$ cat src/rtl/tdm_demultiplexer.sv
// Receive side of a TDM link: locks to SYNC, collects CHANNELS beats per frame and
// presents the whole frame on Q with a one-cycle Q_VALID. Define TDM_DEMULTIPLEXER_STATS_EN
// to add a FRAMES completion counter.
module tdm_demultiplexer #(
    parameter int unsigned CHANNELS = 4,
    parameter int unsigned WIDTH    = 8,
    localparam int unsigned SW      = (CHANNELS > 1) ? $clog2(CHANNELS) : 1
) (
    input  logic                      CLOCK,
    input  logic                      RESET,
    input  logic [WIDTH-1:0]          D,
    input  logic                      D_VALID,
    input  logic                      SYNC,
    input  logic                      ERR_CLR,
    output logic [CHANNELS*WIDTH-1:0] Q,
    output logic                      Q_VALID,
    output logic                      LOCK,
    output logic [SW-1:0]             SLOT,
`ifdef TDM_DEMULTIPLEXER_STATS_EN
    output logic [15:0]               FRAMES,
`endif
    output logic                      ERR
);

    typedef enum logic [0:0] {StHunt, StLocked} state_e;

    localparam logic [SW-1:0] LastSlot = SW'(CHANNELS - 1);

    state_e                      state_q, state_d;
    logic [SW-1:0]               slot_q, slot_d;
    logic [WIDTH-1:0]            shadow_q [CHANNELS];
    logic [WIDTH-1:0]            shadow_d [CHANNELS];
    logic [CHANNELS*WIDTH-1:0]   q_q, q_d;
    logic                        q_valid_q, q_valid_d;
    logic                        err_q, err_d;

    always_comb begin
        state_d   = state_q;
        slot_d    = slot_q;
        shadow_d  = shadow_q;
        q_d       = q_q;
        q_valid_d = 1'b0;
        err_d     = err_q & ~ERR_CLR;

        if (D_VALID) begin
            unique case (state_q)
                StHunt: begin
                    if (SYNC) begin
                        shadow_d[0] = D;
                        slot_d      = SW'(1);
                        state_d     = StLocked;
                    end
                end
                StLocked: begin
                    if (SYNC) begin
                        // An early SYNC drops the partial frame and restarts at slot 0.
                        if (slot_q != '0) begin
                            err_d = 1'b1;
                        end
                        shadow_d[0] = D;
                        slot_d      = SW'(1);
                    end else if (slot_q == '0) begin
                        err_d   = 1'b1;
                        slot_d  = '0;
                        state_d = StHunt;
                    end else begin
                        shadow_d[slot_q] = D;
                        if (slot_q == LastSlot) begin
                            for (int k = 0; k < int'(CHANNELS) - 1; k++) begin
                                q_d[k*WIDTH +: WIDTH] = shadow_q[k];
                            end
                            q_d[(CHANNELS-1)*WIDTH +: WIDTH] = D;
                            q_valid_d = 1'b1;
                            slot_d    = '0;
                        end else begin
                            slot_d = slot_q + SW'(1);
                        end
                    end
                end
                default: state_d = StHunt;
            endcase
        end
    end

    always_ff @(posedge CLOCK or posedge RESET) begin
        if (RESET) begin
            state_q   <= StHunt;
            slot_q    <= '0;
            q_q       <= '0;
            q_valid_q <= 1'b0;
            err_q     <= 1'b0;
            for (int k = 0; k < int'(CHANNELS); k++) begin
                shadow_q[k] <= '0;
            end
        end else begin
            state_q   <= state_d;
            slot_q    <= slot_d;
            q_q       <= q_d;
            q_valid_q <= q_valid_d;
            err_q     <= err_d;
            for (int k = 0; k < int'(CHANNELS); k++) begin
                shadow_q[k] <= shadow_d[k];
            end
        end
    end

`ifdef TDM_DEMULTIPLEXER_STATS_EN
    logic [15:0] frames_q, frames_d;

    // A completion on the clearing edge still counts, leaving FRAMES at 1.
    always_comb begin
        frames_d = ERR_CLR ? 16'd0 : frames_q;
        if (q_valid_d) begin
            frames_d = frames_d + 16'd1;
        end
    end

    always_ff @(posedge CLOCK or posedge RESET) begin
        if (RESET) begin
            frames_q <= 16'd0;
        end else begin
            frames_q <= frames_d;
        end
    end

    assign FRAMES = frames_q;
`endif

    assign Q       = q_q;
    assign Q_VALID = q_valid_q;
    assign LOCK    = (state_q == StLocked);
    assign SLOT    = slot_q;
    assign ERR     = err_q;

endmodule

$ cat config.mk
export PLATFORM = sky130hd
export DESIGN_NAME = tdm_demultiplexer
export DESIGN_NICKNAME = d
export VERILOG_FILES = /design/src/rtl/tdm_demultiplexer.sv
export SDC_FILE = /design/constraint.sdc
export NUM_CORES = 1
export LEC_CHECK = 0
export BUFFER_PORTS_ARGS = -buffer_cell sky130_fd_sc_hd__buf_2
export CORE_MARGIN = 5
export CORE_UTILIZATION = 59
export DETAILED_ROUTE_END_ITERATION = 10
export HOLD_SLACK_MARGIN = 0.15
export PLACE_DENSITY = 0.84
export SLEW_MARGIN = 20
export SYNTH_ARGS = -nofsm -noshare
export SYNTH_HDL_FRONTEND = slang
export SYNTH_SLANG_ARGS = --single-unit
$ cat constraint.sdc
create_clock -name CLOCK -period 4.25 [get_ports CLOCK]
set_input_delay 0.425 -clock CLOCK [delete_from_list [all_inputs] [get_ports CLOCK]]
set_output_delay 0.425 -clock CLOCK [all_outputs]
set_load 0.03 [all_outputs]
==> results of run 1 <==
[cell type report]
cell class / instances / area, um2
Clock inverter: 5 / 58.8
Sequential cell: 61 / 1530
Clock buffer: 11 / 151
Timing Repair Buffer: 50 / 253
Fill cell: 281 / 1260
Multi-Input combinational cell: 89 / 982
Tap cell: 52 / 65.1
Inverter: 14 / 52.6
[power by group through the flow]
stage,sequential [mW],clock (mW),combinational [mW]
6_report,0.974,0.534,0.906
5_1_grt,1.01,0.578,0.967
4_1_cts,0.977,0.544,0.918
3_5_place_dp,0.982,0,0.911
3_3_place_gp,0.972,0,0.891
2_1_floorplan,1.24,0,0.413
[worst max path at each step]
| stage | startpoint | to | slack (ns) | cells after the start |
|---|---|---|---|---|
| after floorplan | SLOT[0] | Q[0] | 2.27 | 8 |
| after global placement | SLOT[0] | Q[30] | 2.15 | 7 |
| after detailed placement | SLOT[0] | Q[30] | 2.04 | 7 |
| after CTS | SLOT[0] | Q[30] | 2.01 | 7 |
| after global routing | SLOT[0] | Q[30] | 1.94 | 7 |
| final | SLOT[0] | Q[30] | 2.04 | 7 |
[per-stage QoR]
stage	setup WS, ns	hold WS, ns
2_1_floorplan	2.27	0.476
3_3_place_gp	2.15	0.482
3_5_place_dp	2.04	0.489
4_1_cts	2.01	0.246
5_1_grt	1.94	0.243
6_report	2.04	0.261
[placed cells by master (no fill, tap or decap), types with 2 or more instances in the layout]
| cell type | synthesis | routed |
|---|---|---|
| buf_2 | 1 | 49 |
| nand2_1 | 9 | 9 |
| dfrtp_1 | 61 | 61 |
| clkbuf_8 | 0 | 11 |
| nand2_2 | 2 | 2 |
| ha_1 | 7 | 7 |
| mux2_2 | 18 | 18 |
| clkinvlp_4 | 0 | 2 |
| inv_1 | 14 | 13 |
| mux2_4 | 30 | 30 |
| mux2i_1 | 8 | 8 |
[kinds of logic (layout without fill, tap and decap cells)]
| kind of cell | after synthesis | in the layout |
|---|---|---|
| DFF | 61 | 61 |
| muxes | 56 | 56 |
| and+or+nand+nor | 19 | 19 |
| buffers and inverters | 19 | 80 |
| adders and majority gates | 7 | 7 |
| AOI/OAI and AO/OA | 7 | 7 |
[worst reg2reg max path: cells and delay by family, from the launching register on]
family | cells | cell delay, ns
adder cells (fa/ha/maj) | 2 | 0.42
AND/OR/NAND/NOR | 2 | 0.66
flip-flops | 1 | 0.43
multiplexers | 1 | 0.41
buffers and inverters | 2 | 0.18
[registers in the layout, summed over array words and instances, names as in the netlist]
register and flops:
ERR 1, Q 32, SLOT 2, Q_VALID 1
shadow_q 24, LOCK 1
[per-layer routing]
| metal | up-vias | share of wire | track usage |
|---|---|---|---|
| met1 | 744 | 0.46 | 0.236 |
| met3 | 6 | 0.067 | 0.0843 |
| met5 | - | 0 | 0 |
| met4 | 0 | 0.0083 | 0.0629 |
| met2 | 44 | 0.47 | 0.260 |
| li1 | 692 | - | - |
==> results.yml, run 1 <==
clock_tree:
  htreeDepth: 3
  clockBufferDepth: 2
  clock_latency_ns: 0.34
  clock-sinks: 61
  clk_transition_reported_paths_ns: 0.07
  cts_root_buffer: "clkbuf_8"
  cts_tree: "yes"
  cts_setup_buffers: 0
  holdBufCountCts: 0
  post_cts_resized: 0
  numCtsBuffers: 9
worst_setup_path:
  r2r_cells: 7
  worst-setup-path-type: "register to register"
  worst-path-buf-inv: 2
  critPathMaxStageDelay_ns: 0.45
  r2r_end: "Q[30]"
  cp_slowest_cell: "nand2_4"
  worstPathRequired_ns: 4.47
  start_kind: "register"
  path_delay_family: "simple AND/OR/NAND/NOR gates"
  cp_cell_sequence: "inv_1, ha_1, inv_1, ha_1, and3_4, nand2_4, mux2_2"
  crit_fanout: 32
  crit_arrival_ns: 2.43
  cp-end-kind: "register"
  rr_startpoint: "SLOT[0]"
  reg2reg_slack_ns: 2.04
pwr:
  intPower_mw: 1.53
  clkPwrFrac: 0.221
  power_density_mw_per_mm2: 781
  pwr-share-comb: 0.375
  power.switching_mw: 0.886
  vdd_drop_max_mv: 0.322
  pwr-share-seq: 0.404
  p_leak_nw: 1.70
  p_total_mw: 2.41
  swShare: 0.367
synth:
  syn_area_per_cell_um2: 15.6
  syn-cell-area_mm2: 0.00263
  synth_edf_count: 0
  synth_area_leaders: "dfrtp_1, mux2_4, mux2_2"
  synth.most_common_cell: "dfrtp_1"
  synth-xor-area-share: 0
  synth-main-ff-cell: "dfrtp_1"
  syn_inst: 169
  synth_top_family_by_area: "multiplexers"
  ys_seq_area_frac: 0.580
  yosys_warnings: 0
  syn_nets: 189
  yosysTopAreaCell: "dfrtp_1"
  synth_compound_area_frac: 0.0195
  synthMuxAreaShare: 0.279
  synth_common_cells: "dfrtp_1, mux2_4, mux2_2, inv_1, nand2_1"
  async_flop_share: 1.00
  synth_top_area_share: 0.580
  synth_seq_cells: 61
  ys_types: 26
  synth-adder-area-share: 0.0333
  synthSimpleGateAreaFrac: 0.0419
floorplan:
  rows: 24
  coreArea_mm2: 0.00435
  fp.dieH_um: 76.8
  die_w_um: 76.8
  initial_utilization: 0.604
  dieArea_mm2: 0.00589
  pin_count: 50
min_path:
  min_to: "ERR"
  hold_path_depth: 2
  hp-class: "input port to register"
  worstHoldStart: "ERR_CLR"
sta:
  fin_crit_sh: 0.520
  fin_crit_ns: 2.21
  rsz0062_at_grt: "no"
  fin_skew_ns: 0.00878
  setup_viol: 0
  slew_violations: 0
  tns_ns: 0
  relSlewSlack: 0.509
  finalHoldViolCount: 0
  max_slew.worst_pin.slew_ns: 0.737
  fmax_mhz: 453
layout:
  final_layout_size_suffix_gt1_frac: 0.526
  diodes: 0
  area.growth.synth_to_final_pct: 17.5
  final_cells: 282
  fin_util: 0.709
  nNetsFinal: 245
  stdcell_area_mm2: 0.00309
routing:
  drc: 0
  avgViaCountPerCell: 5.27
  avgRoutedWirePerCell_um: 16.8
  num_vias: 1486
  drt_wl_total_mm: 4.72
  dr.pass1.iters: 4
  final_antenna_net_count: 0
  dr.first_iter.drc_count: 80
place:
  port_buffers: 49
  place.gp.congestion: 0.678
  place_hpwl_mm: 3.09
  placed_cell_area_mm2: 0.00288
  dp.cells: 266
grt:
  grt_pass1_vias: 1615
  grt_antenna_before_repair: 0
  grt_util_all_layers: 0.179
  grt_max_degree: 62
  grt-ovfl-total: 0
  grt_pass1_wl_mm: 8.06
outcome:
  outcome: "complete, no violations"
job:
  maxCapViolCount: 0
(Power assumes the default switching activity.)
==> run 2, diff against run 1 <==
Settings changed: CORE_UTILIZATION 59 to 49, PLACE_DENSITY 0.84 to 0.75.
Clock period 4.25 ns to 1.79 ns, I/O delays scaled along.
==> results.yml, run 2 (same netlist as run 1, synthesis figures left out) <==
layout:
  layout_common_cells: "dfrtp_1, buf_2, mux2_4"
  stdcell_area_mm2: 0.00337
  nNetsFinal: 266
  fin_util: 0.652
  final_layout_size_suffix_gt1_frac: 0.546
  final_common_cell: "dfrtp_1"
  diodes: 0
  area.growth.synth_to_final_pct: 28.3
  largest_reg_flops: 32
routing:
  num_vias: 1532
  final_antenna_net_count: 0
  dr.pass1.iters: 4
  drc: 0
  avgRoutedWirePerCell_um: 15.1
  avgViaCountPerCell: 4.77
  drt_wl_total_mm: 4.85
  dr.first_iter.drc_count: 49
sta:
  finalHoldViolCount: 0
  setup_viol: 0
  relSlewSlack: 0.681
  slew_violations: 0
  tns_ns: 0
  max_slew.worst_pin.slew_ns: 0.478
  setup_ws_ns: 0.0369
  fin_skew_ns: 0.00795
  fin_hold_ws_ns: 0.193
  fin_crit_sh: 0.979
  fmax_mhz: 570
  fin_crit_ns: 1.75
worst_setup_path:
  rr_startpoint: "SLOT[0]"
  critPathMaxStageDelay_ns: 0.36
  crit_start: "SLOT[0]"
  worstPathRequired_ns: 2.00
  start_kind: "register"
  cp_slowest_cell: "dfrtp_2"
  r2r_cells: 8
  reg2reg_slack_ns: 0.04
  crit_arrival_ns: 1.97
  r2r_end: "Q[16]"
  crit_path_end: "Q[16]"
  cp-end-kind: "register"
  crit_fanout: 6
  worst-setup-path-type: "register to register"
  path_common_cell: "inv_2"
  cp_cell_sequence: "inv_2, ha_4, inv_2, ha_2, and3_4, nand2_8, clkbuf_16, mux2_4"
grt:
  grt_pass1_vias: 1631
  grt_pass1_wl_mm: 8.11
  grt_antenna_before_repair: 0
  grt_max_degree: 41
  grt-ovfl-total: 0
  grt_util_all_layers: 0.150
floorplan:
  rows: 26
  coreArea_mm2: 0.00517
  fp.dieH_um: 83.3
  dieArea_mm2: 0.00693
  die_w_um: 83.3
  initial_utilization: 0.508
  pin_count: 50
clock_tree:
  htreeDepth: 3
  clock-sinks: 61
  clk_transition_reported_paths_ns: 0.06
  clockBufferDepth: 2
  clock_latency_ns: 0.33
  cts_tree: "yes"
  cts_root_buffer: "clkbuf_8"
  numCtsBuffers: 9
place:
  port_buffers: 49
  place_ws_ns: 0.0257
  place.gp.congestion: 0.785
  place_hpwl_mm: 3.33
  placed_cell_area_mm2: 0.00302
pwr:
  power_density_mw_per_mm2: 1680
  p_leak_nw: 1.81
  vdd_drop_max_mv: 0.847
min_path:
  hp-class: "input port to register"
job:
  maxCapViolCount: 0
outcome:
  outcome: "complete, no violations"
## run 2: changes by cell type in the layout (fill, tap and decap cells not counted), moves of 2 or more
cell / before / now
dfrtp_1: 61 / 59
buf_4: 1 / 4
clkinv_2: 1 / 3
ha_1: 7 / 5
dlygate4sd3_1: 0 / 11
dfrtp_2: 0 / 2
inv_2: 1 / 3
buf_12: 0 / 4
inv_1: 13 / 10
## run 2: layout make-up
class | instances | area, um2
multi-input combinational | 90 | 1020
inverter | 14 | 56.3
clock inverter | 4 | 22.5
sequential | 61 | 1530
tap | 70 | 87.6
clock buffer | 12 | 155
fill | 383 | 1800
timing repair buffer | 70 | 502
## run 2: stage by stage
step,instances,power [mW]
5_1_grt,321,6.03
6_report,321,5.68
4_1_cts,317,5.71
2_1_floorplan,169,3.96
3_5_place_dp,290,4.58
3_3_place_gp,290,4.52
## run 2: worst min path at each step
| stage | slack (ns) | depth (start not counted) | endpoint | startpoint |
|---|---|---|---|---|
| after floorplan | 0.28 | 1 | ERR | ERR_CLR |
| after global placement | 0.22 | 2 | Q[31] | RESET |
| after detailed placement | 0.23 | 2 | shadow_q[24] | RESET |
| after CTS | 0.18 | 2 | SLOT[0] | SYNC |
| after global routing | 0.19 | 2 | SLOT[0] | SYNC |
| final | 0.19 | 2 | SLOT[0] | SYNC |
## run 2: where the power goes
group	leakage (nW)	internal (mW)	switching, mW	total, mW
clock	0.0921	0.570	0.508	1.08
sequential	0.774	1.97	0.333	2.30
combinational	0.941	1.03	1.26	2.30
## run 2: worst max-delay path, delay by kind of cell, from the launching register on
family	cells	cell delay (ns)
simple gates	2	0.38
mux	1	0.29
fa+ha+maj	2	0.31
buf+inv	3	0.29
flops	1	0.36
## run 2: routing by layer
| layer | wire [um] | vias up | global-route usage |
|---|---|---|---|
| met4 | 67 | 0 | 0.0579 |
| met2 | 2300 | 39 | 0.227 |
| li1 | - | 733 | - |
| met3 | 316 | 7 | 0.0673 |
| met1 | 2170 | 753 | 0.188 |
| met5 | 0 | - | 0 |
## run 2: repair_timing
item,CTS,global route
gates resized for setup,0,4
hold endpoints to repair,55,0
buffers inserted,0,2
endpoints found under the setup margin,0,26
hold buffers,11,0
==> run 3, diff against run 2 <==
Settings changed: CELL_PAD_IN_SITES_DETAIL_PLACEMENT set to 0, CELL_PAD_IN_SITES_GLOBAL_PLACEMENT set to 1, CORE_UTILIZATION 49 to 41, PLACE_DENSITY 0.75 to not set, PLACE_DENSITY_LB_ADDON set to 0.1.
==> results.yml, run 3 (same netlist as run 1, synthesis figures left out) <==
outcome:
  outcome: "complete, but fails checks"
  violations: "negative setup slack"
worst_setup_path:
  crit_fanout: 8
  cp-end-kind: "register"
  r2r_end: "shadow_q[19]"
  worstPathRequired_ns: 2.01
  cp_cell_sequence: "inv_4, ha_4, inv_1, ha_1, and3_4, nand2_2, mux2_2"
  start_kind: "register"
  reg2reg_slack_ns: -0.01
  r2r_cells: 7
  worst-setup-path-type: "register to register"
  cp_slowest_cell: "dfrtp_2"
  crit_arrival_ns: 2.02
  rr_startpoint: "SLOT[0]"
  critPathMaxStageDelay_ns: 0.42
job:
  maxCapViolCount: 0
sta:
  setup_ws_ns: -0.0120
  fin_crit_ns: 1.80
  fin_hold_ws_ns: 0.210
  finalHoldViolCount: 0
  setup_viol: 2
  max_slew.worst_pin.slew_ns: 0.488
  slew_violations: 0
  rsz0062_at_grt: "yes"
  fin_crit_sh: 1.01
  fin_skew_ns: 0.00691
  fmax_mhz: 555
  tns_ns: -0.0138
  relSlewSlack: 0.674
layout:
  final_common_cell: "dfrtp_1"
  final_layout_size_suffix_gt1_frac: 0.514
  fill_cells: 542
  area.growth.synth_to_final_pct: 25.6
  fin_util: 0.526
  nNetsFinal: 261
  final_cells: 322
  stdcell_area_mm2: 0.00330
  largest_reg_flops: 32
  diodes: 0
  layout_common_cells: "dfrtp_1, buf_2, mux2_4"
clock_tree:
  cts_setup_buffers: 0
  numCtsBuffers: 9
  htreeDepth: 3
  clk_transition_reported_paths_ns: 0.06
  clock-sinks: 61
  cts_tree: "yes"
  clockBufferDepth: 2
  cts_root_buffer: "clkbuf_8"
  clock_latency_ns: 0.34
routing:
  drc: 0
  avgRoutedWirePerCell_um: 16.8
  final_antenna_net_count: 0
  dr.first_iter.drc_count: 23
  drt_wl_total_mm: 5.41
  num_vias: 1580
  dr.pass1.iters: 4
  avgViaCountPerCell: 4.91
place:
  placed_cell_area_mm2: 0.00298
  port_buffers: 49
  dp.cells: 295
  place.gp.congestion: 0.801
  place_hpwl_mm: 3.62
  place_ws_ns: -0.0758
grt:
  grt_max_degree: 25
  grt-ovfl-total: 0
  grt_util_all_layers: 0.144
  grt_pass1_vias: 1727
  grt_antenna_before_repair: 0
  grt_pass1_wl_mm: 9.20
floorplan:
  pin_count: 50
  coreArea_mm2: 0.00628
  dieArea_mm2: 0.00812
  fp.dieH_um: 90.1
  die_w_um: 90.1
  rows: 29
  initial_utilization: 0.419
pwr:
  vdd_drop_max_mv: 0.783
  pwr-share-seq: 0.403
  intPower_mw: 3.63
  swShare: 0.368
  clkPwrFrac: 0.197
  pwr-share-comb: 0.399
  power_density_mw_per_mm2: 1740
  p_total_mw: 5.74
  p_leak_nw: 1.75
  power.switching_mw: 2.11
min_path:
  min_to: "SLOT[0]"
  worstHoldStart: "SYNC"
  hold_path_depth: 2
  hp-class: "input port to register"
-- run 3: cell count changes in the layout (fill, tap and decap cells not counted), moves of 2 or more --
cell | previous run | this run
buf_12 | 4 | 1
clkbuf_1 | 1 | 4
clkbuf_8 | 11 | 9
clkinv_2 | 3 | 1
inv_2 | 3 | 1
mux2_2 | 18 | 16
mux2_4 | 30 | 32
nand2_4 | 2 | 0
-- run 3: worst max-delay path: cells and delay by family (launching register included) --
kind,cells,cell delay [ns]
buffers and inverters,2,0.12
adders and majority gates,2,0.31
DFF,1,0.42
muxes,1,0.38
and+or+nand+nor,2,0.46
-- run 3: cell type report --
| type | instances | area [um2] | area share |
|---|---|---|---|
| well taps | 77 | 96.3 | 0.0292 |
| inverters | 14 | 58.8 | 0.0178 |
| flip-flops and latches | 61 | 1530 | 0.463 |
| repair buffers | 65 | 405 | 0.123 |
| clock buffers | 13 | 139 | 0.0420 |
| multi-input cells | 90 | 1040 | 0.315 |
| clock inverters | 2 | 35.0 | 0.0106 |
-- run 3: routing by layer --
layer	wire, um	track usage	vias up
met5	0	0	-
met4	104	0.0558	0
met3	282	0.0476	11
met2	2580	0.220	39
met1	2450	0.189	810
li1	-	-	720
-- run 3: how the worst max path moves through the flow --
stage                              end    start  slack [ns]
after floorplan                   Q[0]  SLOT[0]       0.006
after CTS                         Q[2]  SLOT[0]       -0.04
after global placement           Q[29]  SLOT[0]       -0.02
after detailed placement         Q[29]  SLOT[0]       -0.08
final                     shadow_q[19]  SLOT[0]       -0.01
after global routing      shadow_q[10]  SLOT[0]       -0.06
-- run 3: repair_timing --
| item | in CTS | in global routing |
|---|---|---|
| gates cloned | 1 | 0 |
| endpoints found under the hold margin | 45 | 0 |
| setup endpoints to repair | 32 | 42 |
| gates resized for setup | 0 | 5 |
| hold buffers | 11 | 0 |
| pin swaps | 1 | 0 |
-- run 3: power by group through the flow --
stage / clock network, mW / logic, mW / registers [mW]
finish: 1.13 / 2.29 / 2.31
global route: 1.23 / 2.46 / 2.38
CTS: 1.17 / 2.30 / 2.32
detailed placement: 0 / 2.25 / 2.34
global placement: 0 / 2.22 / 2.30
floorplan: 0 / 1.01 / 2.95
